===== src/rtl/fifo_unpacker_pkg.sv =====
// Shared types and size helpers for the FIFO word unpacker.
// Latency: n/a (package only).
// Backpressure: n/a (package only).
package fifo_unpacker_pkg;

    typedef enum logic {
        IDLE = 1'b0,
        SEND = 1'b1
    } state_e;

    function automatic int calc_num_seg(input int data_bw, input int seg_bw);
        return data_bw / seg_bw;
    endfunction

    // A single-segment word still needs a one-bit counter so the datapath stays uniform.
    function automatic int calc_cnt_bw(input int num_seg);
        return (num_seg > 1) ? $clog2(num_seg) : 1;
    endfunction

endpackage


===== src/rtl/fifo_unpacker_ctrl.sv =====
// Unpacker controller: next state, FIFO pop strobe and datapath load/shift enables.
// Latency: purely combinational; rd_dout follows empty/state in the same cycle.
// Backpressure: holds position while seg_ready is low in SEND; never pops while empty or mid-word.
module fifo_unpacker_ctrl
    import fifo_unpacker_pkg::*;
(
    input  logic   rst,
    input  state_e state_q,
    input  logic   empty,
    input  logic   seg_ready,
    input  logic   cnt_last,
    output state_e state_d,
    output logic   rd_dout,
    output logic   load_en,
    output logic   shift_en,
    output logic   cnt_clr
);

    always_comb begin
        state_d  = state_q;
        rd_dout  = 1'b0;
        load_en  = 1'b0;
        shift_en = 1'b0;
        cnt_clr  = 1'b0;
        if (rst) begin
            case (state_q)
                IDLE: begin
                    if (!empty) begin
                        rd_dout = 1'b1;
                        load_en = 1'b1;
                        cnt_clr = 1'b1;
                        state_d = SEND;
                    end
                end
                SEND: begin
                    // seg_valid is implied in SEND, so seg_ready alone means accept.
                    if (seg_ready) begin
                        if (!cnt_last) begin
                            shift_en = 1'b1;
                        end else begin
                            cnt_clr = 1'b1;
`ifdef FIFO_UNPACKER_PREFETCH_EN
                            if (!empty) begin
                                rd_dout = 1'b1;
                                load_en = 1'b1;
                            end else begin
                                state_d = IDLE;
                            end
`else
                            state_d = IDLE;
`endif
                        end
                    end
                end
                default: state_d = IDLE;
            endcase
        end
    end

endmodule


===== src/rtl/fifo_unpacker.sv =====
// Pops DATA_BW words from a FIFO and emits them as SEG_BW segments, LSB first (FIFO_UNPACKER_PREFETCH_EN: zero-bubble reload).
// Latency: one cycle from pop to first seg_valid; NUM_SEG+1 cycles/word, or NUM_SEG with prefetch.
// Backpressure: valid/ready on the segment side; output and counter hold while seg_ready is low.
module fifo_unpacker
    import fifo_unpacker_pkg::*;
#(
    parameter int DATA_BW = 8,
    parameter int SEG_BW  = 2
) (
    input  logic               clk,
    input  logic               rst,
    input  logic               empty,
    input  logic [DATA_BW-1:0] dout,
    output logic               rd_dout,
    output logic [SEG_BW-1:0]  seg_out,
    output logic               seg_valid,
    input  logic               seg_ready,
    output logic               seg_last,
    output logic               busy
);

    localparam int NUM_SEG = calc_num_seg(DATA_BW, SEG_BW);
    localparam int CNT_BW  = calc_cnt_bw(NUM_SEG);
    localparam logic [CNT_BW-1:0] CNT_LAST = CNT_BW'(NUM_SEG - 1);

    generate
        if ((SEG_BW < 1) || (SEG_BW > DATA_BW) || ((DATA_BW % SEG_BW) != 0)) begin : g_bw_check
            $error("fifo_unpacker: DATA_BW must be a non-zero multiple of SEG_BW");
        end
    endgenerate

    state_e             state_q, state_d;
    logic [DATA_BW-1:0] shreg_q, shreg_d;
    logic [CNT_BW-1:0]  cnt_q, cnt_d;

    logic cnt_last;
    logic load_en;
    logic shift_en;
    logic cnt_clr;

    assign cnt_last = (state_q == SEND) && (cnt_q == CNT_LAST);

    fifo_unpacker_ctrl u_ctrl (
        .rst       (rst),
        .state_q   (state_q),
        .empty     (empty),
        .seg_ready (seg_ready),
        .cnt_last  (cnt_last),
        .state_d   (state_d),
        .rd_dout   (rd_dout),
        .load_en   (load_en),
        .shift_en  (shift_en),
        .cnt_clr   (cnt_clr)
    );

    always_comb begin
        shreg_d = shreg_q;
        cnt_d   = cnt_q;
        if (load_en) begin
            shreg_d = dout;
        end else if (shift_en) begin
            shreg_d = shreg_q >> SEG_BW;
        end
        // The counter only wraps on a last-segment accept, via cnt_clr.
        if (cnt_clr) begin
            cnt_d = '0;
        end else if (shift_en) begin
            cnt_d = cnt_q + CNT_BW'(1);
        end
    end

    always_ff @(posedge clk or negedge rst) begin
        if (!rst) begin
            state_q <= IDLE;
            shreg_q <= '0;
            cnt_q   <= '0;
        end else begin
            state_q <= state_d;
            shreg_q <= shreg_d;
            cnt_q   <= cnt_d;
        end
    end

    assign seg_valid = (state_q == SEND);
    assign seg_last  = cnt_last;
    assign busy      = (state_q != IDLE);
    assign seg_out   = shreg_q[SEG_BW-1:0];

    a_no_underflow : assert property (@(posedge clk) disable iff (!rst) !(rd_dout && empty));

endmodule


===== config.mk =====
export PLATFORM = sky130hd
export DESIGN_NAME = fifo_unpacker
export DESIGN_NICKNAME = d
export VERILOG_FILES = /design/src/rtl/fifo_unpacker_pkg.sv /design/src/rtl/fifo_unpacker_ctrl.sv /design/src/rtl/fifo_unpacker.sv
export SDC_FILE = /design/constraint.sdc
export NUM_CORES = 1
export LEC_CHECK = 0
export CORE_MARGIN = 4
export CORE_UTILIZATION = 39
export CTS_BUF_LIST = sky130_fd_sc_hd__clkbuf_4 sky130_fd_sc_hd__clkbuf_8 sky130_fd_sc_hd__clkbuf_16
export DETAILED_ROUTE_END_ITERATION = 8
export PLACE_DENSITY = 0.7
export SLEW_MARGIN = 20
export SYNTH_ARGS = -nofsm -noshare
export SYNTH_HDL_FRONTEND = slang
export SYNTH_SLANG_ARGS = --single-unit

===== constraint.sdc =====
create_clock -name clk -period 1.3 [get_ports clk]
set_input_delay 0.26 -clock clk [delete_from_list [all_inputs] [get_ports clk]]
set_output_delay 0.26 -clock clk [all_outputs]
set_load 0.005 [all_outputs]

# Word level (Yosys, flattened, before mapping)
# Cells that the tools add are included.
[classes] eq_ne=1 reduce_logical=3 add_sub_neg=1 n_bitwise=1 n_mux=17
[ops] op="two-way mux 8 bit" count=2
[ops] op="two-way mux 1 bit" count=11
[ops] op="two-way mux 2 bit" count=2
[ops] op="case mux 1 bit (2 select lines)" count=2
[ops] op="nonzero test 2 bit" count=2
[ops] op="adder 2 x 1 -> 2 bit, second input constant" count=1
[ops] op="equality test 2 bit, second input constant" count=1
[ops] op="logical AND 1 bit" count=1
[ops] op="NOT 1 bit" count=1
[totals] output_inout_bits=6 elab_cells=26 input_bits=12 regBits=11

# Longest topological paths before layout
[logic_depth] word_depth=8 depth_mapped=5 mapped_depth_nobuf=4

# By module
# Synthesis repeated with hierarchy kept, for this count alone.
[hier_totals] hier_cells=55 area_unflattened_um2=561.8
[modules_own_cells] module="fifo_unpacker" n_inst=1 cells_each=46 area_per_inst_um2=508.0 seq_area_each_um2=275.3
[modules_own_cells] module="fifo_unpacker_ctrl" n_inst=1 cells_each=9 area_per_inst_um2=53.8 seq_area_each_um2=0.0

# Least setup slack after synthesis
# Ideal clock, no wire load.
[synth_path] kind="register to register" from="register cnt_q[0]" to="register shreg_q[1]" period_less_slack_ps=1355 t_arrival_ps=1236 path_stages_with_launch=6 path_buffers=1 setup_ps=119 required_ps=1181 setup_slack_ps=-55 path_cell_list="dfrtp_1 -> ha_1 -> and4b_1 -> buf_6 -> mux2i_1 -> o21ai_2"
[synth_via] elab_chain_len=7
[synth_rtl] item="from (decl)" line="fifo_unpacker.sv:34" source="logic [CNT_BW-1:0] cnt_q, cnt_d;"
[synth_rtl] item="from (signal assigned)" line="fifo_unpacker.sv:80" source="cnt_q <= cnt_d;"
[synth_rtl] item="equality test 2 bit" line="fifo_unpacker.sv:41" source="assign cnt_last = (state_q == SEND) && (cnt_q == CNT_LAST);"
[synth_rtl] item="logical AND 1 bit" line="fifo_unpacker.sv:41"
[synth_rtl] item="two-way mux 1 bit" line="fifo_unpacker_ctrl.sv:38" source="if (!cnt_last) begin"
[synth_rtl] item="two-way mux 1 bit" line="fifo_unpacker_ctrl.sv:37" source="if (seg_ready) begin"
[synth_rtl] item="two-way mux 1 bit" line="fifo_unpacker_ctrl.sv:26" source="case (state_q)"
[synth_rtl] item="two-way mux 1 bit" line="fifo_unpacker_ctrl.sv:25" source="if (rst) begin"
[synth_rtl] item="nonzero test 2 bit (no source line)"
[synth_rtl] item="to (signal assigned)" line="fifo_unpacker.sv:79" source="shreg_q <= shreg_d;"
[synth_rtl] item="to (decl)" line="fifo_unpacker.sv:33" source="logic [DATA_BW-1:0] shreg_q, shreg_d;"
# No other way between the ends.
# A chain may end at the register's enable or synchronous reset.

# Final worst setup path
[layout_path] from="register cnt_q[1]" to="register shreg_q[1]"
# The elaborated chain is that of the path after synthesis.

==> summary.txt <==
STA
  – Hold WS: 0.4134 ns
  – Peak Freq: 653.1 MHz
  – Period utilization: 117.8%
  – Post-layout minimum cycle time: 1.531 ns
  – Worst slew margin: 82.54%
  – Worst Skew: 0.004513 ns
  – Final Hold Viols: 0
  – Post-route setup slack: -0.2311 ns
  – RSZ-0062 raised after global routing: true
  – Final setup viols: 12
  – Slew Viols, Final: 0
  – Worst slew pin tran: 0.2617 ns

Yosys
  – Asr flop ratio synth: 100.0%
  – Post-synthesis register bit count: 11
  – Synth Area in XOR/XNOR: 1.570%
  – Synth cell types: 20
  – Syn Inst Count: 46
  – Post-synth EDFFs: 0
  – Compound-Gate Fraction of Synth Area: 20.18%
  – Largest family of logic cells by synthesized area: compound AO/OA/AOI/OAI gates
  – Adder-Cell Fraction of Synth Area: 2.242%
  – Syn Area/Cell: 12.13 sq um
  – Simple logic cell fraction of the synthesized area: 13.23%
  – Mapped Nets: 59
  – Ys flop type: dfrtp_1
  – Ys Warns: 0
  – Mapped Area: 558.0 sq um
  – Seq/Total Area, Yosys: 49.33%
  – Post-synthesis mux area share: 5.381%

Global routing
  – Global routing's busiest layer: met2
  – Gr usage total: 13.35%
  – Initial antenna violation count: 0
  – Pin count of the biggest net entering global routing: 14
  – GR Util met1: 14.04%
  – First-pass GRT wire length: 1814 um
  – Met3 Use GR: 7.905%
  – GRT met2 Usage: 19.78%
  – Vias in the first global route: 428
  – GRT overflow: 0

Outcome
  – Failing checks: negative setup slack
  – Status: finished with violations

Drt
  – DRT iter0 DRCs: 2
  – Routed wire length: 1203 um
  – Router iterations before antenna repair: 3
  – Routed length per instance: 13.37 um
  – DRC: 0
  – ANT nets after route: 0
  – DR vias/cell: 5.089
  – Via count: 458

Worst setup path
  – Crit start category: flip-flop
  – Crit Path Max Fanout: 3
  – Data arrival, critical path: 1.70 ns
  – Worst Setup End Kind: flip-flop
  – Origin of the worst setup path: cnt_q[1]$_DFFE_PN0P_
  – Reg2reg start: cnt_q[1]$_DFFE_PN0P_
  – Critical path class: reg -> reg
  – Worst EP required: 1.47 ns

Clock tree
  – Clk pin slew, worst setup/hold paths: 0.07 ns
  – TritonCTS clock tree: done
  – Worst-Skew Late Latency: 0.27 ns
  – CTS root buffer: clkbuf_4
  – H-tree Lvls: 1
  – Num CTS Buffers: 3
  – Bufs on Longest Clock Path: 2
  – Clock sink count: 11

Die
  – Initial core utilization: 42.36%
  – Core area: 1318 sq um
  – I/O Pins: 18
  – Die Wd: 45.83 um
  – Row cnt: 13
  – Die Height: 45.83 um
  – DIE AREA: 2100 sq um

Cells and area
  – Antenna Diode Count: 0
  – Share of layout cells above drive strength 1: 40.00%
  – Layout overhead on the synthesized area: 52.69%
  – Nets@finish: 89
  – Fillers: 115

Pwr
  – Leakage: 0.4316 nW
  – Pwr dens: 1848 nW/um^2
  – Peak supply drop: 1.011 mV
  – Final Power: 1.575 mW

Placement
  – HPWL Detailed: 825.1 um
  – Post-Place Setup Slack: -0.4446 ns
  – Port buffer count: 17
  – Routability congestion estimate: 0.6268

Run
  – Max_cap viols: 0

Worst hold path
  – Min-Delay Path Class: in -> async
[repair_timing]
action | CTS | global route
pin swaps | 2 | 3
endpoints found under the setup margin | 16 | 14
hold buffers | 0 | 0
hold endpoints to repair | 0 | 0
setup buffers | 6 | 2
gates resized for setup | 17 | 11
[Yosys cell counts, types with 2 or more instances]
library cell / number / share of area [%]
a22o_1: 6 / 9.4
mux2i_1: 3 / 5.4
a21o_1: 4 / 5.4
dfrtp_1: 11 / 49
nor2_1: 3 / 2.0
buf_6: 2 / 4.0
buf_4: 3 / 4.0
nand2_1: 2 / 1.3
[area by class of cell]
cell class | instances | area, sq um | area share, %
sequential | 11 | 275.3 | 32.31
timing repair buffer | 30 | 275.3 | 32.31
multi-input combinational | 30 | 252.7 | 29.66
clock buffer | 4 | 30.03 | 3.524
tap | 15 | 18.77 | 2.203
[metrics by stage]
stage | setup TNS, ns | cells | instance area [sq um] | util, %
2_1_floorplan | -0.01296 | 46 | 560.5 | -
3_3_place_gp | -3.643 | 79 | 749.5 | 56.89
3_5_place_dp | -3.725 | 79 | 749.5 | 56.89
4_1_cts | -1.902 | 89 | 818.3 | 62.11
5_1_grt | -3.019 | 90 | 852.1 | 64.67
6_report | -2.270 | 90 | 852.1 | 64.67
[placed cells by master (no fill, tap or decap)]
cell type        netlist  layout
buf_2                  0       1
o21ai_1                1       1
clkbuf_4               0       4
and3_2                 1       1
a21o_2                 1       1
a21o_1                 4       4
ha_2                   0       1
clkbuf_2               0       1
and2_4                 0       1
and4b_1                1       1
a22o_1                 6       6
mux2i_2                0       1
nor2_2                 1       1
buf_4                  3       8
nand2_1                2       2
dlygate4sd2_1          0       3
nand3_1                1       1
clkdlybuf4s50_1        0      10
buf_6                  2       7
nor3b_4                1       1
dfrtp_1               11      11
o21a_1                 1       1
nor2_1                 3       3
xnor2_2                0       1
mux2i_1                3       2
o21ai_2                1       1
[power by group]
group          leakage [nW]  internal [mW]  switching [mW]  total, mW
combinational         0.274          0.476           0.272      0.748
sequential            0.139          0.495          0.0799      0.575
clock                0.0184          0.140           0.112      0.252
[kinds of logic (layout without fill, tap and decap cells)]
| family | after synthesis | after routing |
|---|---|---|
| AOI/OAI and AO/OA | 14 | 14 |
| DFF | 11 | 11 |
| and+or+nand+nor | 11 | 11 |
| buffers and inverters | 5 | 34 |
| muxes | 3 | 3 |
| adders and majority gates | 1 | 1 |
| xor gates and xnor gates | 1 | 1 |
[path summary, 6_finish.rpt]
path / end / slack (ns) / cells after the start
setup / recovery: shreg_q[1]$_DFFE_PN0P_ / -0.23 / 6
hold / removal: cnt_q[1]$_DFFE_PN0P_ / 0.41 / 3
setup reg to reg: shreg_q[1]$_DFFE_PN0P_ / -0.23 / 6
hold reg to reg: shreg_q[5]$_DFFE_PN0P_ / 0.48 / 1
max in group asynchronous: shreg_q[7]$_DFFE_PN0P_ / 0.73 / 3
min in group clk: shreg_q[5]$_DFFE_PN0P_ / 0.48 / 1
[worst max-delay path, cell delays in order, from the launching register on]
cell,delay [ns]
dfrtp_1,0.39
ha_2,0.20
buf_6,0.12
and4b_1,0.30
buf_6,0.14
mux2i_2,0.22
o21ai_2,0.06
[registers in the layout, indices dropped and copies added (netlist names)]
signal / flops
cnt_q: 2
busy: 1
shreg_q: 8
[layer usage]
layer	share of wire (%)	vias to the layer above
li1	-	225
met1	40	216
met2	50	13
met3	7.1	4
met4	2.2	0
met5	0	-
(Power assumes the default switching activity.)
